==> config.mk <==
export PLATFORM = sky130hd
export DESIGN_NAME = dcache_flush_unit_flat
export DESIGN_NICKNAME = d
export VERILOG_FILES = /design/src/rtl/dcache_flush_unit_pkg.sv /design/src/rtl/dcache_flush_unit_if.sv /design/src/rtl/dcache_flush_unit_cnt.sv /design/src/rtl/dcache_flush_unit.sv /design/src/flat_wrapper.sv
export SDC_FILE = /design/constraint.sdc
export NUM_CORES = 1
export LEC_CHECK = 0
export ABC_AREA = 1
export BUFFER_PORTS_ARGS = -buffer_cell sky130_fd_sc_hd__buf_2
export CELL_PAD_IN_SITES_DETAIL_PLACEMENT = 1
export CELL_PAD_IN_SITES_GLOBAL_PLACEMENT = 1
export CORE_UTILIZATION = 32
export CTS_BUF_LIST = sky130_fd_sc_hd__clkbuf_4
export DETAILED_ROUTE_END_ITERATION = 8
export PLACE_DENSITY = 0.79
export SLEW_MARGIN = 15
export SYNTH_ARGS = -nofsm -noshare
export SYNTH_HDL_FRONTEND = slang
export SYNTH_HIERARCHICAL = 1
export SYNTH_SLANG_ARGS = --single-unit
==> constraint.sdc <==
create_clock -name clk_i -period 2.3 [get_ports clk_i]
set_input_delay 0.23 -clock clk_i [delete_from_list [all_inputs] [get_ports clk_i]]
set_output_delay 0.23 -clock clk_i [all_outputs]
set_load 0.01 [all_outputs]
==> src/rtl/dcache_flush_unit_pkg.sv <==
// Shared types and default sizing for the data-cache flush unit.
// Holds the flush/init FSM state encoding and the default cache geometry.
package ariane_pkg;

    localparam int unsigned DCACHE_NR_SETS     = 256;
    localparam int unsigned DCACHE_NR_WAYS     = 4;
    localparam int unsigned DCACHE_ADDR_W      = 56;
    localparam int unsigned DCACHE_LINE_OFFSET = 4;

    // state      | meaning
    // INIT_WAIT  | waiting for cache_init_ni low before invalidating everything
    // INIT       | invalidating one entry per cycle over the whole array
    // IDLE       | nothing in progress, accepts flush or init requests
    // READ       | tag-array read strobe for the current entry
    // CHECK      | read data present, decide writeback / invalidate / skip
    // WB_REQ     | writeback requested, address held until granted
    // WB_WAIT    | writeback granted, waiting for completion
    // INV        | invalidate the current entry
    // ACK_WAIT   | ack sent, waiting for the request level to drop
    typedef enum logic [3:0] {
        INIT_WAIT,
        INIT,
        IDLE,
        READ,
        CHECK,
        WB_REQ,
        WB_WAIT,
        INV,
        ACK_WAIT
    } dcache_flush_state_e;

endpackage

==> src/rtl/dcache_flush_unit_if.sv <==
// Tag-array access and writeback bus between the flush unit (master)
// and the cache array / memory side (slave).
interface dcache_flush_unit_if
    import ariane_pkg::*;
#(
    parameter int unsigned IDX_W  = $clog2(DCACHE_NR_SETS),
    parameter int unsigned WAY_W  = 2,
    parameter int unsigned TAG_W  = DCACHE_ADDR_W - IDX_W - DCACHE_LINE_OFFSET,
    parameter int unsigned ADDR_W = DCACHE_ADDR_W
);
    logic              arr_rd_o;
    logic [IDX_W-1:0]  arr_idx_o;
    logic [WAY_W-1:0]  arr_way_o;
    logic              arr_inv_o;
    logic              arr_valid_i;
    logic              arr_dirty_i;
    logic [TAG_W-1:0]  arr_tag_i;
    logic              wb_req_o;
    logic              wb_gnt_i;
    logic [ADDR_W-1:0] wb_addr_o;
    logic              wb_done_i;

    modport master (
        output arr_rd_o, arr_idx_o, arr_way_o, arr_inv_o, wb_req_o, wb_addr_o,
        input  arr_valid_i, arr_dirty_i, arr_tag_i, wb_gnt_i, wb_done_i
    );

    modport slave (
        input  arr_rd_o, arr_idx_o, arr_way_o, arr_inv_o, wb_req_o, wb_addr_o,
        output arr_valid_i, arr_dirty_i, arr_tag_i, wb_gnt_i, wb_done_i
    );
endinterface

==> src/rtl/dcache_flush_unit_cnt.sv <==
// Walk counter for the flush unit: clearable, wrapping up-counter with a
// last-value flag. The way sits in the LSBs so the walk is way-minor.
module dcache_flush_unit_cnt #(
    parameter int unsigned WIDTH = 4
) (
    input  logic             clk_i,
    input  logic             rst_i,
    input  logic             clr_i,
    input  logic             en_i,
    output logic [WIDTH-1:0] cnt_o,
    output logic             last_o
);
    logic [WIDTH-1:0] cnt_q, cnt_d;

    // next count: clear wins over increment, increment wraps to zero
    always_comb begin
        cnt_d = cnt_q;
        if (clr_i) begin
            cnt_d = '0;
        end else if (en_i) begin
            cnt_d = cnt_q + WIDTH'(1);
        end
    end

    // count register
    always_ff @(posedge clk_i) begin
        if (rst_i) begin
            cnt_q <= '0;
        end else begin
            cnt_q <= cnt_d;
        end
    end

    assign cnt_o  = cnt_q;
    assign last_o = &cnt_q;
endmodule

==> src/rtl/dcache_flush_unit.sv <==
// Data-cache flush unit: invalidate-all after init, and on a flush request
// walks every set/way, writing back dirty lines and invalidating valid ones.
// Optional feature macro: DCACHE_FLUSH_STATS_EN adds flush_cycles_o.
module dcache_flush_unit
    import ariane_pkg::*;
#(
    parameter int unsigned NR_SETS     = DCACHE_NR_SETS,
    parameter int unsigned NR_WAYS     = DCACHE_NR_WAYS,
    parameter int unsigned ADDR_W      = DCACHE_ADDR_W,
    parameter int unsigned LINE_OFFSET = DCACHE_LINE_OFFSET
) (
    input  logic        clk_i,
    input  logic        rst_i,
    input  logic        flush_i,
    output logic        flush_ack_o,
    input  logic        cache_init_ni,
    output logic        busy_o,
`ifdef DCACHE_FLUSH_STATS_EN
    output logic [31:0] flush_cycles_o,
`endif
    dcache_flush_unit_if.master bus
);
    localparam int unsigned IDX_W    = $clog2(NR_SETS);
    localparam int unsigned WAY_W    = (NR_WAYS > 1) ? $clog2(NR_WAYS) : 1;
    localparam int unsigned TAG_W    = ADDR_W - IDX_W - LINE_OFFSET;
    // a single-way cache has no way bits in the walk, only the set index
    localparam int unsigned WAYS_LOG = $clog2(NR_WAYS);
    localparam int unsigned WALK_W   = IDX_W + WAYS_LOG;

    dcache_flush_state_e state_q, state_d;
    logic                ack_q, ack_d;
    logic [TAG_W-1:0]    tag_q, tag_d;
    logic                init_prev_q;
    logic                cnt_clr, cnt_en, advance, walk_last;
    logic                rd, inv, wb_req;
    logic [WALK_W-1:0]   walk;
    logic [IDX_W-1:0]    idx;

    dcache_flush_unit_cnt #(.WIDTH(WALK_W)) i_walk_cnt (
        .clk_i  (clk_i),
        .rst_i  (rst_i),
        .clr_i  (cnt_clr),
        .en_i   (cnt_en),
        .cnt_o  (walk),
        .last_o (walk_last)
    );

    assign idx = walk[WALK_W-1 -: IDX_W];

    if (WAYS_LOG > 0) begin : g_way
        assign bus.arr_way_o = walk[WAYS_LOG-1:0];
    end else begin : g_one_way
        assign bus.arr_way_o = '0;
    end

    // next-state and strobe decode
    always_comb begin
        state_d = state_q;
        ack_d   = 1'b0;
        tag_d   = tag_q;
        cnt_clr = 1'b0;
        advance = 1'b0;
        rd      = 1'b0;
        inv     = 1'b0;
        wb_req  = 1'b0;
        unique case (state_q)
            INIT_WAIT: if (!cache_init_ni) begin
                state_d = INIT;
                cnt_clr = 1'b1;
            end
            INIT: begin
                inv = 1'b1;
                if (walk_last) state_d = IDLE;
            end
            IDLE: begin
                if (cache_init_ni && !init_prev_q) begin
                    state_d = INIT_WAIT;
                end else if (flush_i) begin
                    state_d = READ;
                    cnt_clr = 1'b1;
                end
            end
            READ: begin
                rd      = 1'b1;
                state_d = CHECK;
            end
            CHECK: begin
                tag_d = bus.arr_tag_i;
                if (bus.arr_valid_i && bus.arr_dirty_i) state_d = WB_REQ;
                else if (bus.arr_valid_i)               state_d = INV;
                else                                    advance = 1'b1;
            end
            WB_REQ: begin
                wb_req = 1'b1;
                if (bus.wb_gnt_i) state_d = WB_WAIT;
            end
            WB_WAIT: if (bus.wb_done_i) state_d = INV;
            INV: begin
                inv     = 1'b1;
                advance = 1'b1;
            end
            ACK_WAIT: if (!flush_i) state_d = IDLE;
            default: state_d = INIT_WAIT;
        endcase
        if (advance) begin
            if (walk_last) begin
                ack_d   = 1'b1;
                state_d = ACK_WAIT;
            end else begin
                state_d = READ;
            end
        end
    end

    // the walk counter wraps to zero after the last entry, so it steps on every
    // init cycle and on every flush advance
    assign cnt_en = (state_q == INIT) || advance;

    // state, ack pulse, captured tag and init-level history
    always_ff @(posedge clk_i) begin
        if (rst_i) begin
            state_q     <= INIT_WAIT;
            ack_q       <= 1'b0;
            tag_q       <= '0;
            init_prev_q <= 1'b0;
        end else begin
            state_q     <= state_d;
            ack_q       <= ack_d;
            tag_q       <= tag_d;
            init_prev_q <= cache_init_ni;
        end
    end

    assign busy_o        = (state_q != IDLE);
    assign flush_ack_o   = ack_q;
    assign bus.arr_rd_o  = rd;
    assign bus.arr_inv_o = inv;
    assign bus.arr_idx_o = idx;
    assign bus.wb_req_o  = wb_req;
    assign bus.wb_addr_o = {tag_q, idx, {LINE_OFFSET{1'b0}}};

`ifdef DCACHE_FLUSH_STATS_EN
    logic [31:0] run_cnt_q, run_cnt_d, flush_cycles_q, flush_cycles_d;

    // run_cnt_q equals the number of cycles since leaving IDLE, saturating
    always_comb begin
        run_cnt_d      = run_cnt_q;
        flush_cycles_d = flush_cycles_q;
        if (state_q == IDLE && state_d == READ) begin
            run_cnt_d = 32'd1;
        end else if ((state_q inside {READ, CHECK, WB_REQ, WB_WAIT, INV}) && (run_cnt_q != '1)) begin
            run_cnt_d = run_cnt_q + 32'd1;
        end
        if (ack_d) begin
            flush_cycles_d = (run_cnt_q == '1) ? run_cnt_q : run_cnt_q + 32'd1;
        end
    end

    // statistics registers
    always_ff @(posedge clk_i) begin
        if (rst_i) begin
            run_cnt_q      <= '0;
            flush_cycles_q <= '0;
        end else begin
            run_cnt_q      <= run_cnt_d;
            flush_cycles_q <= flush_cycles_d;
        end
    end

    assign flush_cycles_o = flush_cycles_q;
`endif
endmodule

==> src/flat_wrapper.sv <==
// flat-port wrapper written by rule: the top's interface ports become plain ports
module dcache_flush_unit_flat import ariane_pkg::*;
#(
    parameter int unsigned NR_SETS     = DCACHE_NR_SETS,
    parameter int unsigned NR_WAYS     = DCACHE_NR_WAYS,
    parameter int unsigned ADDR_W      = DCACHE_ADDR_W,
    parameter int unsigned LINE_OFFSET = DCACHE_LINE_OFFSET
)
  (clk_i, rst_i, flush_i, flush_ack_o, cache_init_ni, busy_o, bus_arr_rd_o, bus_arr_idx_o, bus_arr_way_o, bus_arr_inv_o, bus_wb_req_o, bus_wb_addr_o, bus_arr_valid_i, bus_arr_dirty_i, bus_arr_tag_i, bus_wb_gnt_i, bus_wb_done_i);
  dcache_flush_unit_if #(.ADDR_W(ADDR_W)) bus_i ();
  input  logic clk_i;
  input  logic rst_i;
  input  logic flush_i;
  output logic flush_ack_o;
  input  logic cache_init_ni;
  output logic busy_o;
  output wire logic [$bits(bus_i.arr_rd_o)-1:0] bus_arr_rd_o;
  output wire logic [$bits(bus_i.arr_idx_o)-1:0] bus_arr_idx_o;
  output wire logic [$bits(bus_i.arr_way_o)-1:0] bus_arr_way_o;
  output wire logic [$bits(bus_i.arr_inv_o)-1:0] bus_arr_inv_o;
  output wire logic [$bits(bus_i.wb_req_o)-1:0] bus_wb_req_o;
  output wire logic [$bits(bus_i.wb_addr_o)-1:0] bus_wb_addr_o;
  input wire logic [$bits(bus_i.arr_valid_i)-1:0] bus_arr_valid_i;
  input wire logic [$bits(bus_i.arr_dirty_i)-1:0] bus_arr_dirty_i;
  input wire logic [$bits(bus_i.arr_tag_i)-1:0] bus_arr_tag_i;
  input wire logic [$bits(bus_i.wb_gnt_i)-1:0] bus_wb_gnt_i;
  input wire logic [$bits(bus_i.wb_done_i)-1:0] bus_wb_done_i;
  assign bus_arr_rd_o = bus_i.arr_rd_o;
  assign bus_arr_idx_o = bus_i.arr_idx_o;
  assign bus_arr_way_o = bus_i.arr_way_o;
  assign bus_arr_inv_o = bus_i.arr_inv_o;
  assign bus_wb_req_o = bus_i.wb_req_o;
  assign bus_wb_addr_o = bus_i.wb_addr_o;
  assign bus_i.arr_valid_i = bus_arr_valid_i;
  assign bus_i.arr_dirty_i = bus_arr_dirty_i;
  assign bus_i.arr_tag_i = bus_arr_tag_i;
  assign bus_i.wb_gnt_i = bus_wb_gnt_i;
  assign bus_i.wb_done_i = bus_wb_done_i;
  dcache_flush_unit #(.NR_SETS(NR_SETS), .NR_WAYS(NR_WAYS), .ADDR_W(ADDR_W), .LINE_OFFSET(LINE_OFFSET)) u_core (.clk_i(clk_i), .rst_i(rst_i), .flush_i(flush_i), .flush_ack_o(flush_ack_o), .cache_init_ni(cache_init_ni), .busy_o(busy_o), .bus(bus_i));
endmodule
==> results of run 1 <==
metrics by stage:
stage	setup WS (ns)	std cells	cell area [um2]	hold WS, ns	util (%)
2_1_floorplan	0.690	350	2570	0.299	-
3_3_place_gp	0.394	548	3150	0.458	40.7
3_5_place_dp	0.265	548	3150	0.470	40.7
4_1_cts	0.243	564	3310	0.0349	42.9
5_1_grt	0.0176	564	3310	0.0431	42.9
6_report	0.241	564	3310	0.0672	42.9
cell type report:
type                            count  area, um2
Clock buffer                       10       75.1
Clock inverter                      6       88.8
Fill cell                        1029       4420
Inverter                           28        105
Multi-Input combinational cell    237       1090
Sequential cell                    60       1200
Tap cell                          102        128
Timing Repair Buffer              121        626
sequential cells by signal (all words and copies together) (netlist names):
name,flops
u_core/flush_ack_o,1
u_core/tag_q,44
u_core/i_walk_cnt/cnt_o,10
u_core/state_q,4
u_core/init_prev_q,1
cell usage in the layout, fill, tap and decap left out, types with 2 or more instances in the layout:
cell type and instances:
sky130_fd_sc_hd__clkinvlp_4 2, sky130_fd_sc_hd__nor2_1 104, sky130_fd_sc_hd__inv_1 27, sky130_fd_sc_hd__nor3_1 2, sky130_fd_sc_hd__nand2_1 34, sky130_fd_sc_hd__nand3b_1 2
sky130_fd_sc_hd__o21ai_1 7, sky130_fd_sc_hd__bufinv_16 2, sky130_fd_sc_hd__nand3_1 8, sky130_fd_sc_hd__o21ai_0 43, sky130_fd_sc_hd__clkbuf_4 10, sky130_fd_sc_hd__nand4_1 3
sky130_fd_sc_hd__a21oi_1 9, sky130_fd_sc_hd__conb_1 4, sky130_fd_sc_hd__dfxtp_1 60, sky130_fd_sc_hd__buf_4 2, sky130_fd_sc_hd__buf_2 118, sky130_fd_sc_hd__nor2_4 2
sky130_fd_sc_hd__nor2_2 5, sky130_fd_sc_hd__nand2_2 2
kinds of logic after synthesis:
group,Yosys count
AOI/OAI and AO/OA,65
adders and majority gates,1
buffers and inverters,53
DFF,60
other,1
and+or+nand+nor,167
power breakdown:
part	total (W)	switching, W	leakage, nW	internal [W]
Combinational	0.000850	0.000536	1.12	0.000315
Clock	0.000859	0.000406	0.0826	0.000453
Sequential	0.00126	0.0000847	0.486	0.00118
worst paths after layout:
check / from / slack (ns) / depth (start not counted) / endpoint
worst min register to register: u_core/tag_q[22]$_SDFFE_PP0N_ / 0.49 / 2 / u_core/tag_q[22]$_SDFFE_PP0N_
worst min-delay path: bus_arr_tag_i[24] / 0.07 / 3 / u_core/tag_q[24]$_SDFFE_PP0N_
worst max-delay path: u_core/state_q[0]$_SDFFE_PP0P_ / 0.24 / 10 / u_core/i_walk_cnt/cnt_o[8]$_SDFFE_PP0P_
worst max register to register: u_core/state_q[0]$_SDFFE_PP0P_ / 0.24 / 10 / u_core/i_walk_cnt/cnt_o[8]$_SDFFE_PP0P_
worst max-delay path, stage by stage, from the launching register on:
cell,delay (ns)
sky130_fd_sc_hd__dfxtp_1,0.37
sky130_fd_sc_hd__nor2_2,0.27
sky130_fd_sc_hd__nand2_4,0.21
sky130_fd_sc_hd__o21ai_2,0.24
sky130_fd_sc_hd__inv_1,0.10
sky130_fd_sc_hd__nand2_1,0.19
sky130_fd_sc_hd__nand3_1,0.18
sky130_fd_sc_hd__nor3_2,0.20
sky130_fd_sc_hd__nand2_1,0.10
sky130_fd_sc_hd__nand2_1,0.07
sky130_fd_sc_hd__nor2_1,0.04
metal layers:
metal	up-vias	track usage [%]
met5	-	0
li1	1313	-
met4	0	9.13
met2	96	31.3
met1	1231	20.9
met3	16	4.61
==> results.tsv, run 1 <==
stage	metric	value	unit
synth	ys_top_cells_by_count	104 x sky130_fd_sc_hd__nor2_1, 60 x sky130_fd_sc_hd__dfxtp_1, 43 x sky130_fd_sc_hd__o21ai_0, 34 x sky130_fd_sc_hd__nand2_1, 27 x sky130_fd_sc_hd__inv_1	
synth	yosysMostFrequentCell	sky130_fd_sc_hd__nor2_1	
synth	yosys.area_share.xor_xnor	0	%
pwr	ir_drop	0.365	mV
clocking	cts-resized-gates	0	
timing	layout_min_cycle_time	2.06	ns
global_routing	overflow	0	
drt	dr.max_layer_used	met4	
synth	synth_top_family_by_area	simple AND/OR/NAND/NOR gates	
floorplan	floorplan.io_pins	123	
timing	final-max-slew-violation-count	0	
drt	drc	0	
timing	rsz0062_at_grt	no	
synth	synth-adder-area-share	0.489	%
worst_setup_path	type_of_the_worst_setup_path	flip-flop to flip-flop	
place	hpwlAfterDp	5420	um
synth	post_synthesis_cell_area	0.00256	mm2
floorplan	die_area	0.00837	mm2
drt	vias_per_std_cell	4.71	
drt	drt-met1-wl	3210	um
global_routing	first_pass_grt_wire_length	12100	um
global_routing	grt_usage	18.2	%
drt	drt-wirelength-per-cell	13.1	um
pwr	p_leak	1.69	nW
pwr	power.density_cell_area	897	mW/mm2
clocking	post_cts_hold_buffer_count	0	
clocking	worst_setup_hold_path_clk_slew	0.11	ns
drt	detailroute.via_count	2656	
timing	timing.max_slew.rel_slack	54.6	%
drt	met3WireLength	470	um
clocking	htree_levels	3	
synth	unique_cell_type_count_in_the_yosys_netlist	32	
timing	clock-skew-final	0.0161	ns
place	placement.io_buffers	118	
synth	synth_compound_gate_area_share	13.4	%
outcome	status	complete, no violations	
synth	post_synthesis_mux_area_share	0	%
clocking	ctsLongestPathBuffers	2	
floorplan	initial_core_util	33.1	%
layout	antennaDiodeCount	0	
synth	post_synth_and_or_nand_nor_area_fraction	28.0	%
synth	synth_top_cell_area_share	46.9	%
synth	synth_seq_cells	60	
synth	synth.yosys.warnings	6	
worst_setup_path	setup_crit_start_kind	flip-flop	
timing	maxClockFrequency	486	MHz
clocking	cts_buffers	9	
floorplan	horizontal_extent_of_the_die	91.5	um
clocking	setup_fix_bufs_post_cts	0	
synth	synth_sequential_area_ratio	46.9	%
drt	detail-route-antenna-nets	0	
clocking	clock_tree_from_tritoncts	built	
synth	cell_type_with_the_largest_total_area_after_synthesis	sky130_fd_sc_hd__dfxtp_1	
global_routing	initial_antenna_violation_count	0	
drt	wl	7370	um
drt	drt_initial_violations	64	
global_routing	grt_max_degree	45	
worst_hold_path	min-delay-path-class	input pin to flip-flop	
floorplan	fp-row-count	32	
layout	layout-drive-gt1-share	32.9	%
worst_setup_path	arrival	2.37	ns
floorplan	die_y	91.5	um
global_routing	grt_pass1_vias	2651	
worst_setup_path	critPathMaxFanout	23	
drt	dr.pass1.iters	4	
floorplan	core_region_area	0.00773	mm2
worst_setup_path	timing.critical_path.required	2.61	ns
clocking	clk_latency	0.40	ns
pwr	totalPowerFinal	0.00297	W
synth	netlist_instances	347	
synth	synth_enable_flop_cells	0	
layout	fin_nets	510	
timing	timing.final.crit_share	89.5	%
timing	timing.final.hold_violations	0	
clocking	clock_sink_count	60	
synth	synth_area_per_cell	7.38	um2
timing	setup-tns-final	0	ns
synth	synth_area_leaders	sky130_fd_sc_hd__dfxtp_1 47%, sky130_fd_sc_hd__nor2_1 15%, sky130_fd_sc_hd__o21ai_0 8.4%	
timing	max_slew.worst_pin.slew	0.680	ns
job	max-cap-violations	0	
layout	area_growth_syn_to_layout	29.3	%
synth	main_synth_ff_type	sky130_fd_sc_hd__dfxtp_1	
clocking	cts_root_buf	sky130_fd_sc_hd__clkbuf_4	
worst_setup_path	end_kind	flip-flop	
synth	synthArstFlopShare	0	%
drt	met2_wirelength	3520	um
place	gp_routability_congestion	0.825	
timing	setup_violations	0	
Power figures use the tool's default switching activity.
==> run 2: changes to the inputs <==
- CELL_PAD_IN_SITES_DETAIL_PLACEMENT: 1 -> 0
- RECOVER_POWER: not set -> 25
==> run 2 against run 1 <==
Against the previous run:
- clock power shrank 13%
- sequential share of layout area rose by 0.71 points
- clock-buffer cell count stayed put
- maximum frequency is 4.8% higher
- global-route usage shrank 2.4 points
- register-to-register slack gained 0.09 ns
- sequential power barely moved
- combinational power decreased by 4.4%
- critical path depth grew 1
- final area decreased by 1.9%
- largest cell class unchanged
==> results.tsv, run 2 (synthesis gave the netlist of run 1 again) <==
stage	metric	value	unit	change
floorplan	floorplan.io_pins	123		unchanged
clocking	setup_fix_bufs_post_cts	0		unchanged
global_routing	first_pass_grt_wire_length	10400	um	was 12100 um
timing	timing.final.hold_violations	0		unchanged
worst_hold_path	timing.hold.worst.start	bus_arr_tag_i[23]		was bus_arr_tag_i[24]
timing	timing.final.crit_share	85.4	%	was 89.5%
pwr	power.density_cell_area	869	mW/mm2	was 897 mW/mm2
drt	vias_per_std_cell	4.58		was 4.71
clocking	post_cts_hold_buffer_count	0		unchanged
worst_setup_path	cpLargestDelayFamily	simple AND/OR/NAND/NOR gates		unchanged
worst_setup_path	crit_slowest_cell	sky130_fd_sc_hd__dfxtp_1		unchanged
worst_setup_path	critPathMaxFanout	23		unchanged
floorplan	horizontal_extent_of_the_die	91.5	um	unchanged
drt	drt-met1-wl	3020	um	was 3210 um
clocking	cts_root_buf	sky130_fd_sc_hd__clkbuf_4		unchanged
place	placement.io_buffers	118		unchanged
clocking	clock_sink_count	60		unchanged
clocking	ctsLongestPathBuffers	2		unchanged
layout	largest_register_ffs	44		unchanged
worst_setup_path	crit_path_max_incr_delay	0.37	ns	about the same
clocking	htree_levels	3		unchanged
worst_hold_path	worst_hold_path.num_cells	3		unchanged
drt	dr.pass1.iters	4		unchanged
floorplan	initial_core_util	33.1	%	unchanged
global_routing	overflow	0		unchanged
pwr	p_leak	1.54	nW	was 1.69 nW
drt	met2_wirelength	2870	um	was 3520 um
worst_hold_path	min-delay-path-class	input pin to flip-flop		unchanged
layout	area_growth_syn_to_layout	26.8	%	was 29.3%
worst_setup_path	crit_chain	inv_1 > nor2_4 > nand2_4 > o21ai_2 > inv_1 > nand2_1 > nand3_1 > nor3_2 > nand2_1 > nand2_1 > nor2_1		was nor2_2 > nand2_4 > o21ai_2 > inv_1 > nand2_1 > nand3_1 > nor3_2 > nand2_1 > nand2_1 > nor2_1
drt	detail-route-antenna-nets	0		unchanged
worst_setup_path	regToRegSetupSlack	0.34	ns	was 0.24 ns
clocking	clock_tree_from_tritoncts	built		unchanged
global_routing	initial_antenna_violation_count	0		unchanged
layout	antennaDiodeCount	0		unchanged
clocking	cts-resized-gates	0		unchanged
timing	clock-skew-final	0.0183	ns	was 0.0161 ns
worst_setup_path	arrival	2.26	ns	was 2.37 ns
timing	timing.max_slew.rel_slack	56.6	%	was 54.6%
timing	setup_violations	0		unchanged
drt	drt-wirelength-per-cell	11.6	um	was 13.1 um
worst_setup_path	timing.critical_path.required	2.60	ns	was 2.61 ns
floorplan	die_y	91.5	um	unchanged
worst_setup_path	timing.rr.end	u_core/i_walk_cnt/cnt_o[8]$_SDFFE_PP0P_		unchanged
worst_setup_path	type_of_the_worst_setup_path	flip-flop to flip-flop		unchanged
drt	detailroute.via_count	2584		was 2656
global_routing	grt_max_degree	45		unchanged
timing	setup-tns-final	0	ns	unchanged
worst_hold_path	holdPathEnd	u_core/tag_q[23]$_SDFFE_PP0N_		was u_core/tag_q[24]$_SDFFE_PP0N_
place	number_of_placed_instances_with_taps_included	548		unchanged
worst_setup_path	most_repeated_library_cell_on_the_critical_path	sky130_fd_sc_hd__nand2_1		unchanged
job	max-cap-violations	0		unchanged
drt	met3WireLength	564	um	was 470 um
layout	layout_commonest_cell	sky130_fd_sc_hd__nor2_1		was sky130_fd_sc_hd__buf_2
layout	largest-register	u_core/tag_q		unchanged
floorplan	core_region_area	0.00773	mm2	unchanged
drt	drt_initial_violations	96		was 64
clocking	worst_setup_hold_path_clk_slew	0.11	ns	about the same
worst_setup_path	setup_crit_start_kind	flip-flop		unchanged
pwr	ir_drop	0.349	mV	was 0.365 mV
layout	fin_nets	510		unchanged
layout	finalNonFillerCells	564		unchanged
timing	final-max-slew-violation-count	0		unchanged
timing	rsz0062_at_grt	no		unchanged
layout	layout-drive-gt1-share	26.2	%	was 32.9%
layout	final_cell_mix	104 x sky130_fd_sc_hd__nor2_1, 87 x sky130_fd_sc_hd__buf_2, 60 x sky130_fd_sc_hd__dfxtp_1		was 118 x sky130_fd_sc_hd__buf_2, 104 x sky130_fd_sc_hd__nor2_1, 60 x sky130_fd_sc_hd__dfxtp_1
timing	hold_ws	0.0655	ns	was 0.0672 ns
clocking	clk_latency	0.40	ns	about the same
worst_setup_path	rr_worst_depth	11		was 10
global_routing	grt_usage	15.8	%	was 18.2%
drt	drc	0		unchanged
timing	max_slew.worst_pin.slew	0.650	ns	was 0.680 ns
global_routing	grt_pass1_vias	2280		was 2651
floorplan	fp-row-count	32		unchanged
drt	wl	6550	um	was 7370 um
place	gp_routability_congestion	0.825		unchanged
worst_setup_path	crit_buf_inv	2		was 1
worst_setup_path	end_kind	flip-flop		unchanged
drt	dr.max_layer_used	met4		unchanged
outcome	status	complete, no violations		unchanged
timing	layout_min_cycle_time	1.96	ns	was 2.06 ns
floorplan	die_area	0.00837	mm2	unchanged
place	hpwlAfterDp	4640	um	was 5420 um
timing	maxClockFrequency	509	MHz	was 486 MHz
worst_setup_path	worst_r2r_startpoint	u_core/state_q[2]$_SDFFE_PP0P_		was u_core/state_q[0]$_SDFFE_PP0P_
clocking	cts_buffers	9		unchanged
## run 2: changes by cell type in the layout (fill, tap and decap cells not counted)
cell                        before  now
sky130_fd_sc_hd__inv_6           0    1
sky130_fd_sc_hd__clkbuf_1        0   31
sky130_fd_sc_hd__bufinv_16       2    1
sky130_fd_sc_hd__clkinv_4        1    0
sky130_fd_sc_hd__clkinv_2        1    2
sky130_fd_sc_hd__buf_2         118   87
## run 2: tightest hold or removal path, delay by kind of cell
| family | cells | cell delay, ns |
|---|---|---|
| buffers and inverters | 1 | 0.07 |
| AND/OR/NAND/NOR | 1 | 0.07 |
| AO/OA/AOI/OAI | 1 | 0.06 |
## run 2: final cells by class
class	count	area, um2
Clock inverter	6	63.8
Sequential cell	60	1200
Multi-Input combinational cell	237	1090
Clock buffer	10	75.1
Inverter	28	105
Timing Repair Buffer	121	587
Fill cell	834	4480
Tap cell	102	128
## run 2: routing by layer
layer	global-route usage (%)	vias to the layer above
met5	0	-
met4	4.89	0
met3	6.87	10
li1	-	1312
met1	19.7	1151
met2	24.4	111
## run 2: worst max-delay path by stage
| stage | from | end | slack (ns) | cells past startpoint |
|---|---|---|---|---|
| floorplan | u_core/state_q[0]$_SDFFE_PP0P_ | u_core/i_walk_cnt/cnt_o[5]$_SDFFE_PP0P_ | 0.69 | 10 |
| global route | u_core/state_q[2]$_SDFFE_PP0P_ | u_core/i_walk_cnt/cnt_o[8]$_SDFFE_PP0P_ | 0.14 | 11 |
| global placement | u_core/state_q[0]$_SDFFE_PP0P_ | u_core/i_walk_cnt/cnt_o[8]$_SDFFE_PP0P_ | 0.39 | 10 |
| finish | u_core/state_q[2]$_SDFFE_PP0P_ | u_core/i_walk_cnt/cnt_o[8]$_SDFFE_PP0P_ | 0.34 | 11 |
| CTS | u_core/state_q[2]$_SDFFE_PP0P_ | u_core/i_walk_cnt/cnt_o[8]$_SDFFE_PP0P_ | 0.33 | 11 |
| detailed placement | u_core/state_q[2]$_SDFFE_PP0P_ | u_core/i_walk_cnt/cnt_o[9]$_SDFFE_PP0P_ | 0.34 | 11 |
## run 2: where the power goes
part           internal (W)  leakage, nW  switching, W
clock              0.000343       0.0728      0.000406
sequential          0.00118        0.486     0.0000846
combinational      0.000296        0.986      0.000517
## run 2: stage by stage
stage	instance area [um2]	worst slack [ns]	power [W]	util, %
global route	3250	0.135	0.00303	42.0
global placement	3150	0.394	0.00210	40.7
finish	3250	0.335	0.00282	42.0
CTS	3290	0.328	0.00287	42.5
detailed placement	3150	0.340	0.00211	40.7
floorplan	2570	0.690	0.00184	-
